`src/rtl/ili934x_pkg.sv`:
```
// Shared types and constants for the ILI934x panel path: fill command
// format, fill-engine FSM states and the colour-bar palette.
package ili934x_pkg;

  typedef enum logic [1:0] {
    SOLID = 2'd0,
    BARS  = 2'd1,
    CHECK = 2'd2
  } fill_mode_t;

  typedef struct packed {
    logic [15:0] x0;
    logic [15:0] y0;
    logic [15:0] x1;
    logic [15:0] y1;
    logic [15:0] color;
    fill_mode_t  mode;
  } fill_cmd_t;

  typedef enum logic [2:0] {
    IDLE, WAIT_RDY, SET_WIN, START, STREAM, DRAIN, DONE
  } fill_state_t;

  // RGB565 colour-bar palette, left to right
  localparam logic [15:0] BAR_WHITE   = 16'hFFFF;
  localparam logic [15:0] BAR_YELLOW  = 16'hFFE0;
  localparam logic [15:0] BAR_CYAN    = 16'h07FF;
  localparam logic [15:0] BAR_GREEN   = 16'h07E0;
  localparam logic [15:0] BAR_MAGENTA = 16'hF81F;
  localparam logic [15:0] BAR_RED     = 16'hF800;
  localparam logic [15:0] BAR_BLUE    = 16'h001F;
  localparam logic [15:0] BAR_BLACK   = 16'h0000;

  function automatic logic [15:0] bar_color(input logic [2:0] idx);
    case (idx)
      3'd0:    return BAR_WHITE;
      3'd1:    return BAR_YELLOW;
      3'd2:    return BAR_CYAN;
      3'd3:    return BAR_GREEN;
      3'd4:    return BAR_MAGENTA;
      3'd5:    return BAR_RED;
      3'd6:    return BAR_BLUE;
      default: return BAR_BLACK;
    endcase
  endfunction

endpackage

```
`src/rtl/lcd_fill_engine_pattern.sv`:
```
// Pixel walker for the fill engine: x/y raster counters plus the bar
// counters, producing a registered pixel value for the current position
// and a flag marking the final pixel of the rectangle.
module fill_pattern_gen
  import ili934x_pkg::*;
#(
  parameter int BAR_W = 30
) (
  input  logic        clk,
  input  logic        rst_n,
  input  fill_cmd_t   cfg,
  input  logic        load,
  input  logic        advance,
  output logic [15:0] pix_data,
  output logic        last
);

  localparam logic [15:0] BAR_LAST = 16'(BAR_W - 1);

  logic [15:0] x, y, bar_cnt;
  logic [2:0]  bar_idx;
  logic [15:0] nx, ny, nbar_cnt;
  logic [2:0]  nbar_idx;
  logic [15:0] npix;
  logic        rx3, ry3;

  // Next raster position: load jumps to the top-left corner, otherwise step
  // right, wrapping to the next row (and restarting the bars) at x1.
  always_comb begin
    nx       = x;
    ny       = y;
    nbar_cnt = bar_cnt;
    nbar_idx = bar_idx;
    if (load) begin
      nx       = cfg.x0;
      ny       = cfg.y0;
      nbar_cnt = '0;
      nbar_idx = '0;
    end else if (x == cfg.x1) begin
      nx       = cfg.x0;
      ny       = y + 16'd1;
      nbar_cnt = '0;
      nbar_idx = '0;
    end else begin
      nx = x + 16'd1;
      if (bar_cnt == BAR_LAST) begin
        nbar_cnt = '0;
        nbar_idx = bar_idx + 3'd1;
      end else begin
        nbar_cnt = bar_cnt + 16'd1;
      end
    end
  end

  // Pixel value at the next position. Bit 3 of (n - origin) is formed from
  // bit 3 of each operand plus the borrow out of the low three bits.
  always_comb begin
    rx3 = nx[3] ^ cfg.x0[3] ^ (nx[2:0] < cfg.x0[2:0]);
    ry3 = ny[3] ^ cfg.y0[3] ^ (ny[2:0] < cfg.y0[2:0]);
    case (cfg.mode)
      BARS:    npix = bar_color(nbar_idx);
      CHECK:   npix = (rx3 ^ ry3) ? BAR_BLACK : cfg.color;
      default: npix = cfg.color;
    endcase
  end

  // Counter and pixel registers move together on load or accepted pixel
  always_ff @(posedge clk or negedge rst_n) begin
    if (!rst_n) begin
      x        <= '0;
      y        <= '0;
      bar_cnt  <= '0;
      bar_idx  <= '0;
      pix_data <= '0;
      last     <= 1'b0;
    end else if (load || advance) begin
      x        <= nx;
      y        <= ny;
      bar_cnt  <= nbar_cnt;
      bar_idx  <= nbar_idx;
      pix_data <= npix;
      last     <= (nx == cfg.x1) && (ny == cfg.y1);
    end
  end

endmodule

```
`src/rtl/lcd_fill_engine.sv`:
```
// Rectangle fill / test-pattern engine driving the ILI934x driver's host
// port: validates a command, waits for the panel, programs the window and
// streams the rectangle's pixels under valid/ready.
module lcd_fill_engine
  import ili934x_pkg::*;
#(
  parameter int X_RES = 240,
  parameter int Y_RES = 320,
  parameter int BAR_W = 30
) (
  input  logic        clk,
  input  logic        rst_n,
  input  logic        cmd_valid,
  output logic        cmd_ready,
  input  logic [15:0] cmd_x0,
  input  logic [15:0] cmd_y0,
  input  logic [15:0] cmd_x1,
  input  logic [15:0] cmd_y1,
  input  logic [15:0] cmd_color,
  input  logic [1:0]  cmd_mode,
  input  logic        abort,
  output logic        done,
  output logic        err,
  output logic        active,
  input  logic        init_done,
  input  logic        drv_busy,
  output logic        win_set_stb,
  output logic [15:0] win_x0,
  output logic [15:0] win_y0,
  output logic [15:0] win_x1,
  output logic [15:0] win_y1,
  output logic        stream_start,
  output logic [15:0] pix_data,
  output logic        pix_valid,
  input  logic        pix_ready
);

  fill_state_t state;
  fill_cmd_t   cmd;
  logic        cmd_ok;
  logic        last;
  logic        gen_load, gen_advance;

  assign cmd_ready = (state == IDLE);
  assign cmd_ok    = (cmd_x0 <= cmd_x1) && (cmd_x1 < 16'(X_RES)) &&
                     (cmd_y0 <= cmd_y1) && (cmd_y1 < 16'(Y_RES));

  // Abort wins over any counter movement in the same cycle
  assign gen_load    = (state == START)  && !abort;
  assign gen_advance = (state == STREAM) && pix_ready && !abort;

  fill_pattern_gen #(.BAR_W(BAR_W)) u_pattern (
    .clk      (clk),
    .rst_n    (rst_n),
    .cfg      (cmd),
    .load     (gen_load),
    .advance  (gen_advance),
    .pix_data (pix_data),
    .last     (last)
  );

  // Command FSM; every output is set on the transition into its state
  always_ff @(posedge clk or negedge rst_n) begin
    if (!rst_n) begin
      state        <= IDLE;
      cmd          <= '0;
      done         <= 1'b0;
      err          <= 1'b0;
      active       <= 1'b0;
      win_set_stb  <= 1'b0;
      stream_start <= 1'b0;
      pix_valid    <= 1'b0;
      win_x0       <= '0;
      win_y0       <= '0;
      win_x1       <= '0;
      win_y1       <= '0;
    end else begin
      done         <= 1'b0;
      err          <= 1'b0;
      win_set_stb  <= 1'b0;
      stream_start <= 1'b0;
      if (state != IDLE && abort) begin
        state     <= IDLE;
        active    <= 1'b0;
        pix_valid <= 1'b0;
      end else begin
        case (state)
          IDLE: begin
            if (cmd_valid) begin
              cmd.x0    <= cmd_x0;
              cmd.y0    <= cmd_y0;
              cmd.x1    <= cmd_x1;
              cmd.y1    <= cmd_y1;
              cmd.color <= cmd_color;
              // mode 3 is an alias for solid
              cmd.mode  <= (cmd_mode == 2'd3) ? SOLID : fill_mode_t'(cmd_mode);
              if (cmd_ok) begin
                state  <= WAIT_RDY;
                active <= 1'b1;
              end else begin
                err <= 1'b1;
              end
            end
          end
          WAIT_RDY: begin
            if (init_done && !drv_busy) begin
              state       <= SET_WIN;
              win_set_stb <= 1'b1;
              win_x0      <= cmd.x0;
              win_y0      <= cmd.y0;
              win_x1      <= cmd.x1;
              win_y1      <= cmd.y1;
            end
          end
          SET_WIN: begin
            state        <= START;
            stream_start <= 1'b1;
          end
          START: begin
            state     <= STREAM;
            pix_valid <= 1'b1;
          end
          STREAM: begin
            if (pix_ready && last) begin
              state     <= DRAIN;
              pix_valid <= 1'b0;
            end
          end
          DRAIN: begin
            if (!drv_busy) begin
              state <= DONE;
              done  <= 1'b1;
            end
          end
          DONE: begin
            state  <= IDLE;
            active <= 1'b0;
          end
          default: begin
            state     <= IDLE;
            active    <= 1'b0;
            pix_valid <= 1'b0;
          end
        endcase
      end
    end
  end

endmodule

```
`config.mk`:
```
export PLATFORM = sky130hd
export DESIGN_NAME = lcd_fill_engine
export DESIGN_NICKNAME = d
export VERILOG_FILES = /design/src/rtl/ili934x_pkg.sv /design/src/rtl/lcd_fill_engine_pattern.sv /design/src/rtl/lcd_fill_engine.sv
export SDC_FILE = /design/constraint.sdc
export NUM_CORES = 1
export LEC_CHECK = 0
export CAP_MARGIN = 0
export CORE_AREA = 2 2 177 179
export CTS_BUF_LIST = sky130_fd_sc_hd__clkbuf_2
export CTS_CLUSTER_DIAMETER = 50
export CTS_CLUSTER_SIZE = 10
export DETAILED_ROUTE_END_ITERATION = 10
export DIE_AREA = 0 0 179 181
export PLACE_DENSITY = 0.67
export SLEW_MARGIN = 20
export SYNTH_ARGS = -nofsm -noshare
export SYNTH_HDL_FRONTEND = slang
export SYNTH_SLANG_ARGS = --single-unit
```
`constraint.sdc`:
```
create_clock -name clk -period 4.4 [get_ports clk]
set_input_delay 0.44 -clock clk [delete_from_list [all_inputs] [get_ports clk]]
set_output_delay 0.44 -clock clk [all_outputs]
set_load 0.005 [all_outputs]
```
Word level (Yosys, flattened, before mapping)
Index checks and enable logic that the tools add are counted.
{"block": "classes", "add_sub_neg": 4, "bitwise": 6, "n_reduce_logical": 23, "n_mux": 40, "eq_ne": 26, "n_lt_le_gt_ge": 6}
{"op": "$mux W16", "n": 8}
{"op": "$pmux W16 S7", "n": 1}
{"op": "$add A16 B1 Y16 const B", "n": 3}
{"op": "$eq A16 B16 Y1", "n": 3}
{"op": "$le A16 B16 Y1", "n": 2}
{"op": "$pmux W16 S2", "n": 1}
{"op": "$mux W3", "n": 9}
{"op": "$eq A3 B3 Y1 const B", "n": 6}
{"op": "$pmux W3 S6", "n": 1}
{"op": "$mux W1", "n": 17}
{"op": "$eq A16 B5 Y1 const B", "n": 1}
{"op": "$lt A16 B8 Y1 const B", "n": 1}
{"op": "$lt A16 B9 Y1 const B", "n": 1}
{"op": "$eq A3 B2 Y1 const B", "n": 4}
{"op": "$logic_and A1 B1 Y1", "n": 10}
{"op": "$reduce_or A5 Y1", "n": 2}
{"op": "$reduce_and A3 Y1", "n": 3}
{"op": "$eq A3 B1 Y1 const B", "n": 2}
{"op": "$logic_not A3 Y1", "n": 2}
{"op": "$lt A3 B3 Y1", "n": 2}
{"op": "$ne A3 B1 Y1 const B", "n": 2}
{"op": "$ne A3 B3 Y1 const B", "n": 2}
{"op": "$reduce_and A5 Y1", "n": 1}
{"op": "$xor A1 B1 Y1", "n": 5}
{"op": "other kinds (13)", "n": 16}
{"block": "totals", "wordCells": 128, "output_inout_bits": 87, "inputBits": 89, "reg_bits": 223}

Depth between registers and ports, before layout
Gate-level depths: netlist (run 1).
{"block": "logic_depth", "depth_word": 8, "ltp_mapped": 17, "depth_no_buf": 13}

Modules after synthesis
Synthesis (run 1) repeated with hierarchy kept, for this count alone.
{"block": "hier_totals", "hier_cells": 1438, "hier_area_um2": 12318.1}
{"module": "lcd_fill_engine", "n_inst": 1, "area_per_inst_um2": 6759.0, "cells_each": 759, "seq_area_each_um2": 3878.7}
{"module": "fill_pattern_gen", "n_inst": 1, "area_per_inst_um2": 5559.1, "cells_each": 679, "seq_area_each_um2": 1701.6}

Least setup slack after synthesis (run 1)
Ideal clock, no wire load.
{"block": "synth_timing", "path_type": "flip-flop to flip-flop", "from": "reg u_pattern.x[0]", "to": "reg u_pattern.pix_data[10]", "path_buffers": 6, "stages_incl_launch_ff": 18, "synth_period_minus_slack_ps": 3479, "t_required_ps": 4276, "arrival_time_ps": 3355, "slack_ps": 921, "cell_sequence": "dfrtp_1 -> clkbuf_1 -> xnor2_1 -> nand4_1 -> or4_1 -> buf_6 -> buf_12 -> nand2_4 -> buf_2 -> buf_2 -> nand2_1 -> o21ai_0 -> ha_1 -> a21oi_1 -> xnor2_1 -> mux2i_2 -> buf_6 -> o21bai_1"}
{"block": "synth_between", "elab_chain_len": 8}
{"item": "start, declared", "line": "lcd_fill_engine_pattern.sv:20", "text": "logic [15:0] x, y, bar_cnt;"}
{"item": "start signal, assigned", "line": "lcd_fill_engine_pattern.sv:77", "text": "x <= nx;"}
{"item": "$add A16 B1 Y16 or $eq A16 B16 Y1 (tied branches)", "line": "lcd_fill_engine_pattern.sv:45, lcd_fill_engine_pattern.sv:39"}
{"item": "$mux W16 (*)", "line": "lcd_fill_engine_pattern.sv:39", "text": "end else if (x == cfg.x1) begin"}
{"item": "$mux W16 (*)", "line": "lcd_fill_engine_pattern.sv:34", "text": "if (load) begin"}
{"item": "named net u_pattern.nx[2]", "line": "lcd_fill_engine_pattern.sv:22", "text": "logic [15:0] nx, ny, nbar_cnt;"}
{"item": "$lt A3 B3 Y1 (*)", "line": "lcd_fill_engine_pattern.sv:58", "text": "rx3 = nx[3] ^ cfg.x0[3] ^ (nx[2:0] < cfg.x0[2:0]);"}
{"item": "$xor A1 B1 Y1 (*)", "line": "lcd_fill_engine_pattern.sv:58"}
{"item": "$xor A1 B1 Y1 (*)", "line": "lcd_fill_engine_pattern.sv:62", "text": "CHECK: npix = (rx3 ^ ry3) ? BAR_BLACK : cfg.color;"}
{"item": "$mux W16 (*)", "line": "lcd_fill_engine_pattern.sv:62"}
{"item": "$pmux W16 S2 (*)", "line": "lcd_fill_engine_pattern.sv:60", "text": "case (cfg.mode)"}
{"item": "end signal, assigned", "line": "lcd_fill_engine_pattern.sv:81", "text": "pix_data <= npix;"}
{"item": "end, declared", "line": "lcd_fill_engine_pattern.sv:14", "text": "output logic [15:0] pix_data,"}
The timed path passes the listed nets; every way through them passes the cells marked *.
A chain may end at the register's enable or synchronous reset.

Worst setup path in the final report (run 1)
{"block": "layout_timing", "from": "reg cmd[49] in the netlist's numbering", "to": "reg u_pattern.pix_data[2]"}
{"block": "layout_between", "elab_chain_len": 8}
{"item": "start, declared", "line": "lcd_fill_engine.sv:39", "text": "fill_cmd_t cmd;"}
{"item": "$eq A16 B16 Y1", "line": "lcd_fill_engine_pattern.sv:39"}
{"item": "$mux W16", "line": "lcd_fill_engine_pattern.sv:39"}
{"item": "$mux W16", "line": "lcd_fill_engine_pattern.sv:34"}
{"item": "named net u_pattern.ny[1]", "line": "lcd_fill_engine_pattern.sv:22"}
{"item": "$lt A3 B3 Y1", "line": "lcd_fill_engine_pattern.sv:59", "text": "ry3 = ny[3] ^ cfg.y0[3] ^ (ny[2:0] < cfg.y0[2:0]);"}
{"item": "$xor A1 B1 Y1", "line": "lcd_fill_engine_pattern.sv:59"}
{"item": "$xor A1 B1 Y1", "line": "lcd_fill_engine_pattern.sv:62"}
{"item": "$mux W16", "line": "lcd_fill_engine_pattern.sv:62"}
{"item": "$pmux W16 S2", "line": "lcd_fill_engine_pattern.sv:60"}
The timed path passes the listed nets, and every way through them passes these cells.

==> flow_metrics.env, run 1 <==
export IMPL_status="finished, final reports clean"
export IMPL_clkTransAtPathRegs_ns=0.18
export IMPL_synth_top_area_frac=0.4635
export IMPL_synth_seq_area_share=0.4635
export IMPL_finish_instance_area_um2=14420
export IMPL_worst_ep_required_time_ns=5.16
export IMPL_relSlewSlack=0.3160
export IMPL_slowest_delay_ns=0.92
export IMPL_io_buffers=175
export IMPL_drt_first_pass_iters=5
export IMPL_dr_first_iter_drc_count=937
export IMPL_wirelength_mm=37.55
export IMPL_cap_violations=0
export IMPL_rows=64
export IMPL_crit_family="simple AND/OR/NAND/NOR gates"
export IMPL_fin_tns_setup_ns=0
export IMPL_hold_class="input port to register"
export IMPL_grt_pass1_wl_mm=60.70
export IMPL_min_to="cmd[15]"
export IMPL_drc=0
export IMPL_grt_overflow_total=0
export IMPL_grt_use_total=0.2387
export IMPL_syn_area_um2=12040
export IMPL_timing_fmax_mhz=251.4
export IMPL_gp_congestion=0.9369
export IMPL_drive_gt1_frac=0.05153
export IMPL_yosys_most_used_dff="dfrtp_1"
export IMPL_vias_per_cell=5.410
export IMPL_rrSetupSlack_ns=0.42
export IMPL_arrival_ns=4.74
export IMPL_cp_num_buf_inv=1
export IMPL_synthMostInstantiatedCell="nand2_1"
export IMPL_cts_made_buffers=29
export IMPL_setup_violations=0
export IMPL_worstPathMaxFanout=16
export IMPL_insertion_delay_ns=0.91
export IMPL_cts_resized=0
export IMPL_hold_viol=0
export IMPL_synth_nets=1550
export IMPL_path_class="register to register"
export IMPL_yosysWarningCount=0
export IMPL_synth_seq_cells=223
export IMPL_hpwl_mm=27.65
export IMPL_ys_top_cells_by_area="dfrtp_1 (46%), nand2_1 (13%), o21ai_0 (4.7%)"
export IMPL_cp_end_kind="register"
export IMPL_min_path_cells=3
export IMPL_die_h_um=181
export IMPL_htreeDepth=1
export IMPL_r2r_cells=13
export IMPL_cp_cell_sequence="xnor2_2 -> nand4_1 -> or4_1 -> mux2i_1 -> a21oi_1 -> ha_1 -> nand2_1 -> a31oi_1 -> a211oi_1 -> nor2_1 -> mux2i_2 -> buf_4 -> o211ai_1"
export IMPL_synth_top_cell_by_area="dfrtp_1"
export IMPL_synth_top_cells_by_count="nand2_1 (403), dfrtp_1 (223), o21ai_0 (112)"
export IMPL_ios=176
export IMPL_drv_slew=0
export IMPL_dieWidth_um=179
export IMPL_synthCells=1418
export IMPL_final_nets=1694
export IMPL_ir_drop_uv=161.1
export IMPL_dr_total_vias=10660
export IMPL_p_leak_nw=6.650
export IMPL_grt_setup_unrepaired="no"
export IMPL_postRouteAntennaNets=0
export IMPL_synth_edf_count=0
export IMPL_antenna_found_initial=1
export IMPL_syn_avg_cell_area_um2=8.490
export IMPL_grt_pass1_vias=10610
export IMPL_startpoint_type="register"
export IMPL_cts_setup_buffers=0
export IMPL_grt_max_degree=112
export IMPL_dieArea_um2=32400
export IMPL_power_density_nw_per_um2=281.9
export IMPL_hp_start="cmd_color[13]"
export IMPL_place_area_um2=14110
export IMPL_r2r_start="cmd[49]"
export IMPL_critical_path_slowest_cell="or4_1"
export IMPL_cts_tree="yes"
export IMPL_r2r_end="u_pattern.pix_data[2]"
export IMPL_async_flop_share=1.000
export IMPL_clockRootBuffer="clkbuf_2"
export IMPL_wl_per_cell_um=19.06
export IMPL_core_um2=30350
export IMPL_synth_distinct_cells=73
export IMPL_skew_ns=0.07105
export IMPL_cts_sinks=223
export IMPL_area_growth_pct=19.78
export IMPL_cts_path_max_buffers=3
export IMPL_post_route_min_period_ns=3.977
export IMPL_tightest_slew_ns=1.026
export IMPL_timing_final_crit_share=0.9039
export IMPL_initial_core_util=0.3967
export IMPL_ctsHoldBuffers=1
export IMPL_n_fill_cell=2938
worst reg2reg max path, cell delays in order, from the launching register on:
cell	delay [ns]
dfrtp_1	0.48
xnor2_2	0.29
nand4_1	0.24
or4_1	0.92
mux2i_1	0.24
a21oi_1	0.32
ha_1	0.29
nand2_1	0.06
a31oi_1	0.04
a211oi_1	0.30
nor2_1	0.08
mux2i_2	0.22
buf_4	0.26
o211ai_1	0.13
per-stage QoR:
stage	util	setup WS (ns)	hold WS, ns	power, mW	instances
CTS	0.4746	0.4931	0.005354	4.094	1967
finish	0.4751	0.4228	0.07835	4.065	1970
global route	0.4751	0.1893	0.003496	4.280	1969
detailed placement	0.4649	0.5379	0.4629	2.964	1925
global placement	0.4649	0.6253	0.4596	2.957	1925
floorplan	-	0.9214	0.1444	2.629	1418
per-layer routing:
layer,routed length (um),track usage,up-vias
li1,-,-,5086
met1,17830,0.3648,5143
met2,16340,0.3486,370
met3,2613,0.04356,59
met4,773,0.05528,0
met5,0,0,-
cell type report:
type | count | area, um2 | area share
multi-input combinational | 1051 | 5884 | 0.4081
inverter | 62 | 232.7 | 0.01614
antenna | 2 | 5.005 | 0.0003471
timing repair buffer | 195 | 1937 | 0.1343
tap | 396 | 495.5 | 0.03436
clock buffer | 33 | 165.2 | 0.01145
sequential | 223 | 5580 | 0.3870
clock inverter | 8 | 120.1 | 0.008330
worst max path at each step:
stage	startpoint	to	slack (ns)	cells past startpoint
6_report	cmd[49]	u_pattern.pix_data[2]	0.42	13
5_1_grt	cmd[49]	u_pattern.pix_data[2]	0.19	13
2_1_floorplan	u_pattern.x[0]	u_pattern.pix_data[10]	0.92	17
3_5_place_dp	cmd[49]	u_pattern.pix_data[2]	0.54	13
3_3_place_gp	cmd[49]	u_pattern.pix_data[2]	0.63	13
4_1_cts	cmd[49]	u_pattern.pix_data[2]	0.49	13
where the power goes:
group / total (mW) / leakage (nW) / internal [mW] / switching, mW
clock network: 1.13 / 0.194 / 0.387 / 0.744
registers: 2.31 / 2.89 / 2.16 / 0.154
logic: 0.624 / 3.57 / 0.296 / 0.328
total: 4.07 / 6.65 / 2.84 / 1.23
cell families (layout without fill, tap and decap cells):
group / count (synthesis) / after routing / share of synthesized area
AOI/OAI and AO/OA: 282 / 282 / 0.1435
and+or+nand+nor: 636 / 636 / 0.2300
DFF: 223 / 223 / 0.4635
adders and majority gates: 43 / 43 / 0.04469
buffers and inverters: 144 / 298 / 0.04905
muxes: 9 / 9 / 0.007898
xor gates and xnor gates: 81 / 81 / 0.06132
other: 0 / 2 / 0
flip-flops by register name (all words and copies together) (netlist names), 3 cells and up:
register,count
u_pattern.pix_data,16
u_pattern.x,16
win_x0,16
state,3
win_y0,16
win_x1,16
u_pattern.bar_cnt,16
u_pattern.bar_idx,3
win_y1,16
cmd,82
u_pattern.y,16
cells in the final DEF (no fill, tap or decap), types with 5 or more instances in the layout:
cell             instances
a211o_1                  5
a211oi_1                 6
a21oi_1                 58
a31oi_1                 13
and3_1                  13
buf_4                   16
clkbuf_2                33
clkdlybuf4s50_1        174
dfrtp_1                223
ha_1                    43
inv_1                   61
mux2i_1                  7
nand2_1                402
nand2b_1                 6
nand3_1                 27
nand4_1                 30
nor2_1                  85
nor2b_1                 12
nor3_1                  13
nor4_1                  12
o211ai_1                 7
o21a_1                  11
o21ai_0                112
o21bai_1                 6
o22a_1                  10
o22ai_1                 10
o31ai_1                 11
xnor2_1                 41
xor2_1                  37
(Power assumes the default switching activity.)
==> run 2: changes to the inputs <==
--- a/config.mk
+++ b/config.mk
@@ -12,8 +12,9 @@
 export CTS_CLUSTER_SIZE = 10
 export DETAILED_ROUTE_END_ITERATION = 10
 export DIE_AREA = 0 0 179 181
+export HOLD_SLACK_MARGIN = 0.03
 export PLACE_DENSITY = 0.67
-export SLEW_MARGIN = 20
+export SLEW_MARGIN = 30
 export SYNTH_ARGS = -nofsm -noshare
 export SYNTH_HDL_FRONTEND = slang
 export SYNTH_SLANG_ARGS = --single-unit
==> run 2 against run 1 <==
Wire length is 0.37% higher. Total power is 0.18% higher. Via count is 0.84% higher. Count of clock-buffer cells in the layout stayed put. Flip-flop and latch count stayed put. Utilization is 0.42 points higher. Hold slack better by 0.012 ns. Register-to-register slack worse by 0.02 ns. Worst setup slack worse by 0.023 ns. Clock skew is 0.015 ns higher. Sequential share of layout area is 0.34 points lower. Combinational power is 1% higher.
==> flow_metrics.env, run 2 (synthesized netlist as in run 1, its figures left out) <==
export IMPL_core_um2=30350
export IMPL_grt_use_total=0.2393
export IMPL_final_nets=1707
export IMPL_switching_power_mw=1.225
export IMPL_hpwl_mm=27.65
export IMPL_post_route_min_period_ns=4.000
export IMPL_dieArea_um2=32400
export IMPL_gr_usage_met2=0.3497
export IMPL_rrSetupSlack_ns=0.40
export IMPL_relSlewSlack=0.3815
export IMPL_pwr_share_clk=0.277
export IMPL_p_leak_nw=6.706
export IMPL_timing_fmax_mhz=250.0
export IMPL_cts_path_max_buffers=3
export IMPL_insertion_delay_ns=0.91
export IMPL_dr_total_vias=10750
export IMPL_htreeDepth=1
export IMPL_worstPathMaxFanout=16
export IMPL_cts_made_buffers=29
export IMPL_power_density_nw_per_um2=279.9
export IMPL_startpoint="cmd[49]"
export IMPL_clockRootBuffer="clkbuf_2"
export IMPL_holdWs_ns=0.09051
export IMPL_drc=0
export IMPL_grt_max_degree=112
export IMPL_p_seq_frac=0.567
export IMPL_ios=176
export IMPL_r2r_start="cmd[49]"
export IMPL_wirelength_mm=37.69
export IMPL_startpoint_type="register"
export IMPL_timing_final_crit_share=0.9091
export IMPL_cts_tree="yes"
export IMPL_grt_pass1_wl_mm=60.87
export IMPL_r2r_cells=13
export IMPL_hold_viol=0
export IMPL_ctsHoldBuffers=13
export IMPL_sw_frac_of_total=0.3008
export IMPL_io_buffers=175
export IMPL_dp_cells=1925
export IMPL_dr_first_iter_drc_count=956
export IMPL_grt_use_met1=0.3647
export IMPL_cp_end_kind="register"
export IMPL_drive_gt1_frac=0.05110
export IMPL_power_frac_comb=0.156
export IMPL_initial_core_util=0.3967
export IMPL_status="finished, final reports clean"
export IMPL_grt_overflow_total=0
export IMPL_fin_tns_setup_ns=0
export IMPL_slowest_delay_ns=0.92
export IMPL_use_met3=0.04482
export IMPL_gp_congestion=0.9369
export IMPL_cp_cell_sequence="xnor2_2 -> nand4_1 -> or4_1 -> mux2i_1 -> a21oi_1 -> ha_1 -> nand2_1 -> a31oi_1 -> a211oi_1 -> nor2_1 -> mux2i_2 -> buf_4 -> o211ai_1"
export IMPL_wl_per_cell_um=19.02
export IMPL_antenna_found_initial=1
export IMPL_final_common_cell="nand2_1"
export IMPL_ir_drop_uv=158.8
export IMPL_cts_sinks=223
export IMPL_stdcell_count=1982
export IMPL_vias_per_cell=5.422
export IMPL_path_class="register to register"
export IMPL_tightest_slew_ns=0.9278
export IMPL_layout_setup_ws_ns=0.3998
export IMPL_regMostFlops="cmd"
export IMPL_drv_slew=0
export IMPL_pre_cts_ws_ns=0.5379
export IMPL_arrival_ns=4.74
export IMPL_setup_violations=0
export IMPL_postRouteAntennaNets=0
export IMPL_r2r_end="u_pattern.pix_data[2]"
export IMPL_die_h_um=181
export IMPL_place_area_um2=14110
export IMPL_grt_pass1_vias=10680
export IMPL_clkTransAtPathRegs_ns=0.20
export IMPL_endpoint="u_pattern.pix_data[2]"
export IMPL_cts_setup_buffers=0
export IMPL_power_total_mw=4.072
export IMPL_cts_resized=0
export IMPL_drt_first_pass_iters=5
export IMPL_final_core_util=0.4794
export IMPL_rows=64
export IMPL_p_int_mw=2.847
export IMPL_cap_violations=0
export IMPL_skew_ns=0.08604
export IMPL_finish_instance_area_um2=14550
export IMPL_hold_class="input port to register"
export IMPL_largest_reg_flops=82
export IMPL_area_growth_pct=20.85
export IMPL_final_cell_mix="nand2_1 (402), dfrtp_1 (223), clkdlybuf4s50_1 (174)"
export IMPL_critical_path_slowest_cell="or4_1"
export IMPL_top_usage_layer="met1"
export IMPL_grt_setup_unrepaired="no"
export IMPL_worst_ep_required_time_ns=5.14
export IMPL_dieWidth_um=179
-- run 2: cell count changes in the layout (fill, tap and decap cells not counted) --
cell | before | now
and2_2 | 1 | 0
and2_4 | 0 | 1
diode_2 | 2 | 1
dlygate4sd3_1 | 2 | 15
-- run 2: worst min path at each step --
stage / startpoint / cells after the start / end / slack (ns)
after floorplan: rst_n / 0 / active / 0.14
after global placement: win_x0[0] / 2 / win_x0[0] / 0.46
after detailed placement: win_x0[10] / 2 / win_x0[10] / 0.46
after CTS: cmd_color[7] / 3 / cmd[9] / 0.03
after global routing: cmd_color[4] / 3 / cmd[6] / 0.04
final: cmd_x0[15] / 3 / cmd[81] / 0.09
-- run 2: worst max-delay path: cells and delay by family, from the launching register on --
kind,cells,cell delay [ns]
mux,2,0.46
fa+ha+maj,1,0.29
flops,1,0.49
compound gates,4,0.79
simple gates,4,1.30
buf+inv,1,0.27
xor+xnor,1,0.29
-- run 2: power by group through the flow --
stage,clock network [mW],logic (mW),registers (mW)
floorplan,0,0.356,2.27
global placement,0,0.617,2.34
detailed placement,0,0.622,2.34
CTS,1.16,0.634,2.31
global route,1.25,0.709,2.33
finish,1.13,0.633,2.31
-- run 2: routing by layer --
metal  up-vias  wire length, um
met5         -                0
met4         0              752
met3        56             2893
met2       391            16450
met1      5190            17600
li1       5110                -
-- run 2: area by class of cell --
class,instances,area (um2)
tap,396,495.5
fill,2921,15800
antenna,1,2.502
clock inverter,8,120.1
inverter,62,232.7
multi-input combinational,1051,5886
clock buffer,33,165.2
sequential,223,5580
timing repair buffer,208,2067
